`src/rtl/bg_write_sched.sv`:
```
// Background tile-RAM write scheduler: round-robin producer arbitration, full-map clear sweep, scroll offset timer.
// Optional build macro SCROLL_SPEEDUP_EN: scroll delay latched after reset and shortened on every tile_step.
module bg_write_sched #(
    parameter int unsigned N_CH       = 6,
    parameter int unsigned AW         = 16,
    parameter int unsigned DW         = 32,
    parameter int unsigned TILE_W     = 16,
    parameter int unsigned MAP_WORDS  = 1200,
    parameter int unsigned CLEAR_DATA = 0,
    parameter int unsigned HUD_PX     = 32,
    parameter int unsigned AUTO_CLEAR = 1
`ifdef SCROLL_SPEEDUP_EN
    ,
    parameter int unsigned MIN_DELAY    = 200000,
    parameter int unsigned SPEEDUP_STEP = 100000
`endif
) (
    input  logic               clk,
    input  logic               reset,
    input  logic               enable,
    input  logic [N_CH-1:0]    req_valid,
    input  logic [N_CH*AW-1:0] req_addr,
    input  logic [N_CH*DW-1:0] req_data,
    output logic [N_CH-1:0]    req_ready,
    input  logic               clear_start,
    output logic               clear_busy,
    input  logic [31:0]        scroll_delay,
    input  logic [9:0]         y,
    output logic [3:0]         bg_x_offset,
    output logic               tile_step,
    output logic               ram_we,
    output logic [AW-1:0]      ram_addr,
    output logic [DW-1:0]      ram_data
);

    localparam int unsigned PW = (N_CH > 1) ? $clog2(N_CH) : 1;

    localparam logic [0:0] ST_IDLE  = 1'b0;
    localparam logic [0:0] ST_CLEAR = 1'b1;

    logic [0:0]    r_state, w_state_n;
    logic [AW-1:0] r_clr_addr, w_clr_addr_n;
    logic          r_busy, w_busy_n;
    logic          r_we, w_we_n;
    logic [AW-1:0] r_addr, w_addr_n;
    logic [DW-1:0] r_data, w_data_n;
    logic [PW-1:0] r_ptr, w_ptr_n;

    logic [31:0]   r_cnt;
    logic [3:0]    r_offset;
    logic          r_tile_step;
    logic [3:0]    r_bgx;

    logic          w_tile_step;
    logic          w_clear_trig;
    logic          w_arb_en;
    logic          w_found;
    logic [PW-1:0] w_gidx;
    logic [PW-1:0] w_gnext;
    logic [N_CH-1:0] w_ready;
    logic [AW-1:0] w_sel_addr;
    logic [DW-1:0] w_sel_data;
    logic [31:0]   w_delay;
    logic          w_hit;
    logic          w_wrap;

    // Strobes are masked while frozen so a held write or step is presented once on re-enable.
    assign w_tile_step  = r_tile_step & enable;
    assign w_clear_trig = clear_start | ((AUTO_CLEAR != 0) & w_tile_step);
    assign w_arb_en     = enable & (r_state == ST_IDLE) & ~w_clear_trig;

    // First valid channel searching upward from the round-robin pointer.
    always_comb begin : p_search
        int unsigned idx;
        w_found = 1'b0;
        w_gidx  = '0;
        idx     = 0;
        for (int k = 0; k < N_CH; k++) begin
            idx = 32'(r_ptr) + 32'(k);
            if (idx >= N_CH) idx = idx - N_CH;
            if (!w_found && req_valid[PW'(idx)]) begin
                w_found = 1'b1;
                w_gidx  = PW'(idx);
            end
        end
    end

    assign w_gnext = (w_gidx == PW'(N_CH - 1)) ? '0 : w_gidx + 1'b1;

    always_comb begin : p_select
        w_ready    = '0;
        w_sel_addr = '0;
        w_sel_data = '0;
        for (int i = 0; i < N_CH; i++) begin
            if (w_gidx == PW'(i)) begin
                w_ready[i] = w_arb_en & w_found;
                w_sel_addr = req_addr[i*AW +: AW];
                w_sel_data = req_data[i*DW +: DW];
            end
        end
    end

    always_comb begin : p_fsm_next
        w_state_n    = r_state;
        w_clr_addr_n = r_clr_addr;
        w_busy_n     = r_busy;
        w_we_n       = 1'b0;
        w_addr_n     = r_addr;
        w_data_n     = r_data;
        w_ptr_n      = r_ptr;
        case (r_state)
            ST_IDLE: begin
                if (w_clear_trig) begin
                    w_state_n    = ST_CLEAR;
                    w_busy_n     = 1'b1;
                    w_clr_addr_n = '0;
                    w_we_n       = 1'b1;
                    w_addr_n     = '0;
                    w_data_n     = DW'(CLEAR_DATA);
                end else if (w_found) begin
                    w_we_n   = 1'b1;
                    w_addr_n = w_sel_addr;
                    w_data_n = w_sel_data;
                    w_ptr_n  = w_gnext;
                end
            end
            ST_CLEAR: begin
                // r_clr_addr is the word being presented this cycle.
                if (r_clr_addr == AW'(MAP_WORDS - 1)) begin
                    w_state_n = ST_IDLE;
                    w_busy_n  = 1'b0;
                end else begin
                    w_clr_addr_n = r_clr_addr + 1'b1;
                    w_we_n       = 1'b1;
                    w_addr_n     = r_clr_addr + 1'b1;
                    w_data_n     = DW'(CLEAR_DATA);
                end
            end
            default: begin
                w_state_n = ST_IDLE;
                w_busy_n  = 1'b0;
            end
        endcase
    end

    always_ff @(posedge clk or posedge reset) begin
        if (reset) begin
            r_state    <= ST_IDLE;
            r_clr_addr <= '0;
            r_busy     <= 1'b0;
            r_we       <= 1'b0;
            r_addr     <= '0;
            r_data     <= '0;
            r_ptr      <= '0;
        end else if (enable) begin
            r_state    <= w_state_n;
            r_clr_addr <= w_clr_addr_n;
            r_busy     <= w_busy_n;
            r_we       <= w_we_n;
            r_addr     <= w_addr_n;
            r_data     <= w_data_n;
            r_ptr      <= w_ptr_n;
        end
    end

`ifdef SCROLL_SPEEDUP_EN
    logic [31:0] r_eff_delay;
    logic        r_eff_loaded;

    // Delay is captured on the first clock after reset, then shortened per tile down to the floor.
    always_ff @(posedge clk or posedge reset) begin
        if (reset) begin
            r_eff_delay  <= '0;
            r_eff_loaded <= 1'b0;
        end else if (!r_eff_loaded) begin
            r_eff_delay  <= scroll_delay;
            r_eff_loaded <= 1'b1;
        end else if (enable && w_wrap) begin
            if (r_eff_delay <= 32'(MIN_DELAY + SPEEDUP_STEP))
                r_eff_delay <= 32'(MIN_DELAY);
            else
                r_eff_delay <= r_eff_delay - 32'(SPEEDUP_STEP);
        end
    end

    assign w_delay = r_eff_loaded ? r_eff_delay : scroll_delay;
`else
    assign w_delay = scroll_delay;
`endif

    // Magnitude compare so a lowered delay cannot strand the counter past the match point.
    assign w_hit  = (r_cnt >= w_delay);
    assign w_wrap = w_hit & (r_offset == 4'(TILE_W - 1));

    always_ff @(posedge clk or posedge reset) begin
        if (reset) begin
            r_cnt       <= '0;
            r_offset    <= '0;
            r_tile_step <= 1'b0;
            r_bgx       <= '0;
        end else if (enable) begin
            if (w_hit) begin
                r_cnt    <= '0;
                r_offset <= w_wrap ? 4'd0 : r_offset + 4'd1;
            end else begin
                r_cnt <= r_cnt + 32'd1;
            end
            r_tile_step <= w_wrap;
            r_bgx       <= (y < 10'(HUD_PX)) ? 4'd0 : r_offset;
        end
    end

    assign req_ready   = w_ready;
    assign clear_busy  = r_busy;
    assign bg_x_offset = r_bgx;
    assign tile_step   = w_tile_step;
    assign ram_we      = r_we & enable;
    assign ram_addr    = r_addr;
    assign ram_data    = r_data;

endmodule

```
`config.mk`:
```
export PLATFORM = sky130hd
export DESIGN_NAME = bg_write_sched
export DESIGN_NICKNAME = d
export VERILOG_FILES = /design/src/rtl/bg_write_sched.sv
export SDC_FILE = /design/constraint.sdc
export NUM_CORES = 1
export LEC_CHECK = 0
export ABC_AREA = 1
export ABC_CLOCK_PERIOD_IN_PS = 4900
export BUFFER_PORTS_ARGS = -buffer_cell sky130_fd_sc_hd__buf_4
export CORE_AREA = 2 2 154 156
export DETAILED_ROUTE_END_ITERATION = 6
export DIE_AREA = 0 0 156 158
export HOLD_SLACK_MARGIN = 0.03
export PLACE_DENSITY = 0.7
export SLEW_MARGIN = 40
export SYNTH_ARGS = -nofsm -noshare
export SYNTH_HDL_FRONTEND = slang
export SYNTH_SLANG_ARGS = --single-unit
```
`constraint.sdc`:
```
create_clock -name clk -period 4.9 [get_ports clk]
set_input_delay 0.98 -clock clk [delete_from_list [all_inputs] [get_ports clk]]
set_output_delay 0.98 -clock clk [all_outputs]
set_load 0.1 [all_outputs]
```
==> flow_summary.json, run 1 <==
{
  "outcome": "complete, no violations",
  "slowest_stage": "dfrtp_1",
  "drt_iter0_drc": 631,
  "critPathCapture": "req_ready[3]",
  "synth_commonest_cells": "459 x nand2_1, 185 x nor2_1, 129 x inv_1",
  "dr.pass1.iters": 6,
  "start_util_pct": 40.4,
  "period_minus_slack_ns": 4.62,
  "synth_most_common_cell": "nand2_1",
  "utilization_pct": 55.4,
  "grt_use_total_pct": 29.2,
  "syn-num-nets": 1849,
  "cts-htree-levels": 3,
  "die_y_um": 158,
  "antenna_found_initial": 2,
  "hp-class": "reg2reg",
  "finalHoldViolCount": 0,
  "synth.yosys.seq_area_share_pct": 29.8,
  "fin_cells": 2117,
  "cts_made_buffers": 9,
  "die_x_um": 156,
  "wl_per_cell_um": 17.4,
  "final.setup_skew_ns": 0.0132,
  "arrival_ns": 3.64,
  "core-area_um2": 23100,
  "layout-drive-gt1-share_pct": 25.8,
  "dp_cells": 2098,
  "critical_path_class": "reg2out",
  "gp_congestion": 0.965,
  "grt_max_degree": 96,
  "reg2regPathDepth": 23,
  "portBuffers": 395,
  "cp-start-kind": "register",
  "regArea_um2": 2780,
  "nFillCells": 2304,
  "min_period_over_period_pct": 94.3,
  "crit_path_max_incr_delay_ns": 0.41,
  "row_count": 56,
  "path_max_fanout": 19,
  "multi_input_area_um2": 5660,
  "synth_area_per_cell_um2": 6.36,
  "viasPerCell": 5.18,
  "r2r_end": "ram_data[16]",
  "clock_sinks": 111,
  "die-area_um2": 24600,
  "endpoint_kind": "output port",
  "async_flop_share_pct": 100,
  "maxCapViolCount": 0,
  "required_ns": 3.92,
  "boundaryPins": 401,
  "finalSetupViolCount": 0,
  "synth_cells": 1465,
  "critPathLaunch": "r_ptr[0]",
  "worst_slack_ns": 0.280,
  "r2r_slack_ns": 0.90,
  "dp_hpwl_mm": 28.8,
  "pre_cts_ws_ns": 0.380,
  "grt_pass1_vias": 10186,
  "cp_common_cell": "nand2_1",
  "synth_edf_count": 0,
  "yosysUniqueCellTypes": 45,
  "final_net_count": 2204,
  "yosysTopAreaCellShare_pct": 29.8,
  "area.growth.synth_to_final_pct": 37.1,
  "yosysTopAreaCell": "dfrtp_1",
  "grt_setup_unrepaired": "false",
  "cts.reportedPaths.clkPinSlew_ns": 0.08,
  "vias": 10967,
  "wl_mm": 36.9,
  "grt.overflow.total": 0,
  "clock_path_buffers": 2,
  "r2r_start": "r_ptr[0]",
  "relSlewSlack_pct": 44.3,
  "max_freq_mhz": 216,
  "antenna_left": 0,
  "cts_root_buf": "clkbuf_16",
  "synth_flop_cell": "dfrtp_1",
  "worstMarginPinSlew_ns": 0.828,
  "clock_latency_ns": 0.36,
  "ys_top_cells_by_area": "dfrtp_1 30%, nand2_1 19%, nor2_1 7.5%",
  "grt_pass1_wl_mm": 55.7,
  "crit_chain": "buf_4, ha_1, inv_1, nand2_1, nand2_2, o21ai_0, o21ai_1, nand3b_1, nand4_4, nor2_8, nand2_1, inv_2, nand2_1, nand3_1, nand2_1, inv_1, ha_1, clkinv_2, nor2_1, buf_6",
  "ys_seq_elements": 111,
  "syn_area_um2": 9310,
  "drc": 0,
  "yosysWarnings": 0,
  "slew_violations": 0,
  "cts_tree": "built"
}
state kept, by name (all words and copies together) (netlist names):
signal,count
bg_x_offset,4
clear_busy,1
r_tile_step,1
ram_data,32
r_ptr,3
r_cnt,32
r_we,1
r_state,1
r_offset,4
r_clr_addr,16
ram_addr,16
what timing repair did:
action | in CTS | in global routing
buffers inserted | 0 | 1
resized for setup | 1 | 6
hold buffers | 0 | 0
pin swaps | 0 | 0
setup endpoints to repair | 1 | 6
worst min-delay path by stage:
stage | start | end | slack, ns | cells after the start
2_1_floorplan | r_we | r_we | 0.45 | 2
3_3_place_gp | r_we | r_we | 0.46 | 2
3_5_place_dp | ram_data[21] | ram_data[21] | 0.47 | 2
4_1_cts | r_we | r_we | 0.49 | 2
5_1_grt | ram_data[13] | ram_data[13] | 0.52 | 2
6_report | ram_data[21] | ram_data[21] | 0.49 | 2
worst max-delay path, delay by kind of cell (launching register included):
kind | cells | cell delay, ns
AND/OR/NAND/NOR | 10 | 1.39
buffers and inverters | 6 | 0.77
adder cells (fa/ha/maj) | 2 | 0.46
flip-flops | 1 | 0.41
AO/OA/AOI/OAI | 2 | 0.25
stage by stage:
step / TNS (ns) / instance area (um^2) / hold slack (ns)
3_3_place_gp: 0 / 12400 / 0.463
3_5_place_dp: 0 / 12400 / 0.466
4_1_cts: 0 / 12700 / 0.494
5_1_grt: 0 / 12800 / 0.521
6_report: 0 / 12800 / 0.495
2_1_floorplan: -1.68 / 9310 / 0.450
kinds of logic after synthesis:
kind of cell             count (synthesis)  share of synthesized area, %
XOR/XNOR                                29                          2.73
AND/OR/NAND/NOR                        817                          37.8
flip-flops                             111                          29.8
AO/OA/AOI/OAI                          255                          14.2
adder cells (fa/ha/maj)                 44                          5.91
buffers and inverters                  209                          9.54
placed cells by master (no fill, tap or decap), drive strengths merged:
cell,n
clkinv,5
and2,1
ha,44
o21a,2
o21bai,1
xor2,21
and3,1
nand3b,1
nand2,464
o31ai,6
nand3,58
dfrtp,111
a31oi,2
inv,143
nor4,6
a221oi,1
o21ai,141
nor2,193
clkbuf,10
nand4,53
or2,11
diode,2
a211oi,1
a21oi,98
o211ai,3
bufinv,1
xnor2,8
nor3,27
nor3b,2
buf,410
final cells by class:
type | instances | area share (%)
timing repair buffer | 410 | 24.3
sequential | 111 | 21.8
clock inverter | 6 | 0.637
antenna | 2 | 0.0392
clock buffer | 10 | 1.87
tap | 290 | 2.84
multi-input combinational | 1145 | 44.3
inverter | 143 | 4.31
metal layers:
metal / global-route usage (%) / part of all wire, % / up-vias
met2: 49.5 / 48 / 396
met1: 36.4 / 41 / 5055
met5: 0 / 0 / -
met3: 8.46 / 8.0 / 61
met4: 8.13 / 2.8 / 0
li1: - / - / 5455
Power of run 1 is not shown: default switching activity piles up to over one toggle a cycle in this logic, so the estimate is an artifact.
==> run 2: changes to the inputs <==
- ABC_CLOCK_PERIOD_IN_PS: 4900 -> 4850
- CORE_AREA: 2 2 154 156 -> 2 2 157 159
- CTS_BUF_LIST: not set -> sky130_fd_sc_hd__clkbuf_4
- DIE_AREA: 0 0 156 158 -> 0 0 159 161
- PLACE_DENSITY: 0.7 -> 0.68
- clock period: 4.9 -> 4.85 ns (I/O delays scaled with it)
==> flow_summary.json, run 2 (synthesized netlist as in run 1, its figures left out) <==
{
  "core-area_um2": 24000,
  "gp_congestion": 0.948,
  "cts_root_buf": "clkbuf_4",
  "crit_chain": "buf_12, ha_1, inv_1, nand2_1, nand2_2, o21ai_0, o21ai_1, buf_4, nand3_2, nand4_4, nor2_8, buf_4, nand4_1, nand2_1, inv_1, nand2_1, nor3_1, buf_4",
  "nFillCells": 2446,
  "crit_family": "simple AND/OR/NAND/NOR gates",
  "final_common_cell": "nand2_1",
  "arrival_ns": 3.60,
  "final_net_count": 2210,
  "clock_latency_ns": 0.50,
  "clock_path_buffers": 2,
  "grt_use_total_pct": 27.8,
  "critPathCapture": "req_ready[1]",
  "multi_input_area_um2": 5700,
  "r2r_end": "ram_addr[12]",
  "slowest_stage": "dfrtp_2",
  "grt.overflow.total": 0,
  "cts.reportedPaths.clkPinSlew_ns": 0.19,
  "finalHoldViolCount": 0,
  "crit_path_max_incr_delay_ns": 0.48,
  "grt_pass1_vias": 10334,
  "cts_made_buffers": 9,
  "finalSetupViolCount": 0,
  "r2r_slack_ns": 0.78,
  "grt_max_degree": 96,
  "antenna_found_initial": 5,
  "boundaryPins": 401,
  "crit_cells": 18,
  "pre_cts_ws_ns": 0.404,
  "grt_pass1_wl_mm": 56.1,
  "max_freq_mhz": 219,
  "cp_num_buf_inv": 6,
  "vias": 10920,
  "fin_cells": 2160,
  "period_minus_slack_ns": 4.57,
  "cp-start-kind": "register",
  "cts-htree-levels": 3,
  "clock_sinks": 111,
  "worstMarginPinSlew_ns": 0.792,
  "layout-drive-gt1-share_pct": 26.5,
  "wl_per_cell_um": 17.0,
  "endpoint_kind": "output port",
  "critPathLaunch": "r_ptr[0]",
  "cts_tree": "built",
  "area.growth.synth_to_final_pct": 37.5,
  "path_max_fanout": 19,
  "regArea_um2": 2780,
  "required_ns": 3.88,
  "hp-class": "in2async",
  "slew_violations": 0,
  "reg2regPathDepth": 23,
  "start_util_pct": 38.9,
  "dp_hpwl_mm": 28.6,
  "min_period_over_period_pct": 94.3,
  "dr.pass1.iters": 5,
  "die_x_um": 159,
  "maxCapViolCount": 0,
  "antenna_left": 0,
  "drc": 0,
  "wl_mm": 36.7,
  "final.setup_skew_ns": 0.0225,
  "outcome": "complete, no violations",
  "final_cell_mix": "457 x nand2_1, 410 x buf_4, 183 x nor2_1",
  "die_y_um": 161,
  "critical_path_class": "reg2out",
  "row_count": 57,
  "relSlewSlack_pct": 47.2,
  "drt_iter0_drc": 590,
  "die-area_um2": 25600,
  "portBuffers": 395,
  "r2r_start": "r_ptr[1]",
  "dp_cells": 2132,
  "worst_slack_ns": 0.278,
  "viasPerCell": 5.06
}
==> run 2: cell count changes in the layout (fill, tap and decap cells not counted), sizes merged <==
cell and delta:
buf +6, clkinvlp +1, bufinv +1, inv -1, diode +3, clkbuf -1
==> run 2: final cells by class <==
| class | count | share of cell area (%) |
|---|---|---|
| Antenna cell | 5 | 0.0977 |
| Tap cell | 324 | 3.17 |
| Clock inverter | 7 | 0.899 |
| Inverter | 143 | 4.30 |
| Multi-Input combinational cell | 1145 | 44.5 |
| Sequential cell | 111 | 21.7 |
| Timing Repair Buffer | 416 | 24.8 |
| Clock buffer | 9 | 0.528 |
==> run 2: how the worst min path moves through the flow <==
stage / cells after the start / end / start / slack [ns]
floorplan: 2 / r_we / r_we / 0.45
global placement: 2 / r_we / r_we / 0.46
detailed placement: 2 / r_we / r_we / 0.47
CTS: 2 / r_cnt[31] / reset / 0.48
global route: 2 / r_cnt[29] / reset / 0.50
finish: 2 / r_cnt[31] / reset / 0.51
==> run 2: per-stage QoR <==
step                util [%]  hold WS [ns]  TNS [ns]  area, um^2
detailed placement      52.0         0.467         0       12500
finish                  53.4         0.506         0       12800
global placement        52.0         0.464         0       12500
global route            53.4         0.499   -0.0190       12800
CTS                     52.8         0.482         0       12700
floorplan                  -         0.450     -1.85        9310
==> run 2: timing repair <==
item                                   4_1_cts  5_1_grt
hold buffers                                 0        0
endpoints found under the hold margin        0        0
resized for setup                            6       20
buffers inserted                             0        7
pin swaps                                    0        4
setup endpoints to repair                    5        6
==> run 2: layer usage <==
metal  routed length (um)  vias to the layer above  track usage (%)
met3                 2540                       46             6.11
met5                    0                        -                0
met4                 1140                        0             10.5
met1                15000                     5040             34.3
met2                18000                      349             47.7
li1                     -                     5485                -
Power of run 2 is left out for the same reason.
==> run 3: changes to the inputs <==
- PLACE_DENSITY: 0.68 -> not set
- PLACE_DENSITY_LB_ADDON: not set -> 0.15
==> flow_summary.json, run 3 (synthesized netlist as in run 1, its figures left out) <==
{
  "vias": 10968,
  "r2r_slack_ns": 0.86,
  "utilization_pct": 53.2,
  "grt_use_total_pct": 28.0,
  "path_max_fanout": 19,
  "die-area_um2": 25600,
  "dp_cells": 2132,
  "finalSetupViolCount": 0,
  "grt_pass1_wl_mm": 56.8,
  "ctsHoldBuffers": 0,
  "endpoint_kind": "output port",
  "worstMarginPinSlew_ns": 0.811,
  "holdWs_ns": 0.507,
  "grt_setup_unrepaired": "false",
  "hp-class": "in2async",
  "arrival_ns": 3.58,
  "area.growth.synth_to_final_pct": 36.9,
  "cp-start-kind": "register",
  "viasPerCell": 5.08,
  "required_ns": 3.88,
  "critPathLaunch": "r_ptr[0]",
  "layout-drive-gt1-share_pct": 26.3,
  "dr.pass1.iters": 5,
  "relSlewSlack_pct": 45.9,
  "antenna_found_initial": 7,
  "period_minus_slack_ns": 4.55,
  "reg2regPathDepth": 21,
  "fin_cells": 2159,
  "core-area_um2": 24000,
  "cts.reportedPaths.clkPinSlew_ns": 0.21,
  "r2r_start": "r_ptr[0]",
  "start_util_pct": 38.9,
  "final.setup_skew_ns": 0.0247,
  "drt_iter0_drc": 634,
  "die_x_um": 159,
  "grt.overflow.total": 0,
  "clock_path_buffers": 2,
  "outcome": "complete, no violations",
  "grt_max_degree": 96,
  "clock_sinks": 111,
  "row_count": 57,
  "r2r_end": "ram_data[19]",
  "drc": 0,
  "grt_pass1_vias": 10630,
  "boundaryPins": 401,
  "cts_root_buf": "clkbuf_4",
  "cts_tree": "built",
  "dp_hpwl_mm": 28.2,
  "clock_latency_ns": 0.51,
  "wl_per_cell_um": 16.9,
  "max_freq_mhz": 220,
  "final_common_cell": "nand2_1",
  "cts-htree-levels": 3,
  "finalHoldViolCount": 0,
  "slew_violations": 0,
  "maxCapViolCount": 0,
  "antenna_left": 0,
  "min_period_over_period_pct": 93.8,
  "final_cell_mix": "458 x nand2_1, 406 x buf_4, 185 x nor2_1",
  "gp_congestion": 0.935,
  "die_y_um": 161,
  "portBuffers": 395,
  "critical_path_class": "reg2out",
  "wl_mm": 36.5,
  "cts_made_buffers": 9,
  "final_net_count": 2207
}
[run 3: worst max path at each step]
stage / endpoint / slack [ns]
global placement: req_ready[3] / 0.40
detailed placement: req_ready[3] / 0.36
finish: req_ready[3] / 0.30
CTS: req_ready[3] / 0.03
floorplan: req_ready[0] / -0.63
global route: req_ready[3] / 0.007
[run 3: metrics by stage]
| stage | instance area, um^2 | TNS (ns) | worst slack, ns |
|---|---|---|---|
| final | 12700 | 0 | 0.300 |
| after global routing | 12700 | 0 | 0.00743 |
| after CTS | 12600 | 0 | 0.0277 |
| after detailed placement | 12500 | 0 | 0.363 |
| after global placement | 12500 | 0 | 0.399 |
| after floorplan | 9310 | -1.85 | -0.627 |
[run 3: worst max-delay path, stage by stage (launching register included)]
cell	delay, ns
dfrtp_1	0.47
buf_6	0.18
ha_1	0.23
inv_1	0.06
nand2_1	0.08
nand2_2	0.11
o21ai_0	0.12
o21ai_2	0.11
nand3b_1	0.22
nand4_4	0.19
nor2_8	0.16
nand2_1	0.10
inv_2	0.08
nand2_1	0.08
nand3_4	0.13
nand2_1	0.06
inv_1	0.08
ha_4	0.16
clkinv_2	0.08
nor2_1	0.14
buf_6	0.25
[run 3: timing repair]
action,4_1_cts,5_1_grt
resized for setup,5,15
endpoints found under the setup margin,5,6
buffers inserted,2,2
endpoints found under the hold margin,0,0
pin swaps,0,4
[run 3: layer usage]
layer  up-vias  global-route usage (%)  part of all wire, %
met5         -                       0                    0
met4         0                    9.21                  2.7
met3        54                    7.55                  7.2
met2       356                    49.6                   51
met1      5095                    32.9                   40
li1       5463                       -                    -
[run 3: cell type report]
| cell class | instances | area (um^2) |
|---|---|---|
| Inverter | 143 | 553 |
| Multi-Input combinational cell | 1145 | 5710 |
| Clock inverter | 7 | 82.6 |
| Sequential cell | 111 | 2780 |
| Fill cell | 2547 | 11200 |
| Antenna cell | 7 | 17.5 |
| Clock buffer | 9 | 67.6 |
| Timing Repair Buffer | 413 | 3140 |
| Tap cell | 324 | 405 |
Power of run 3 is left out for the same reason.
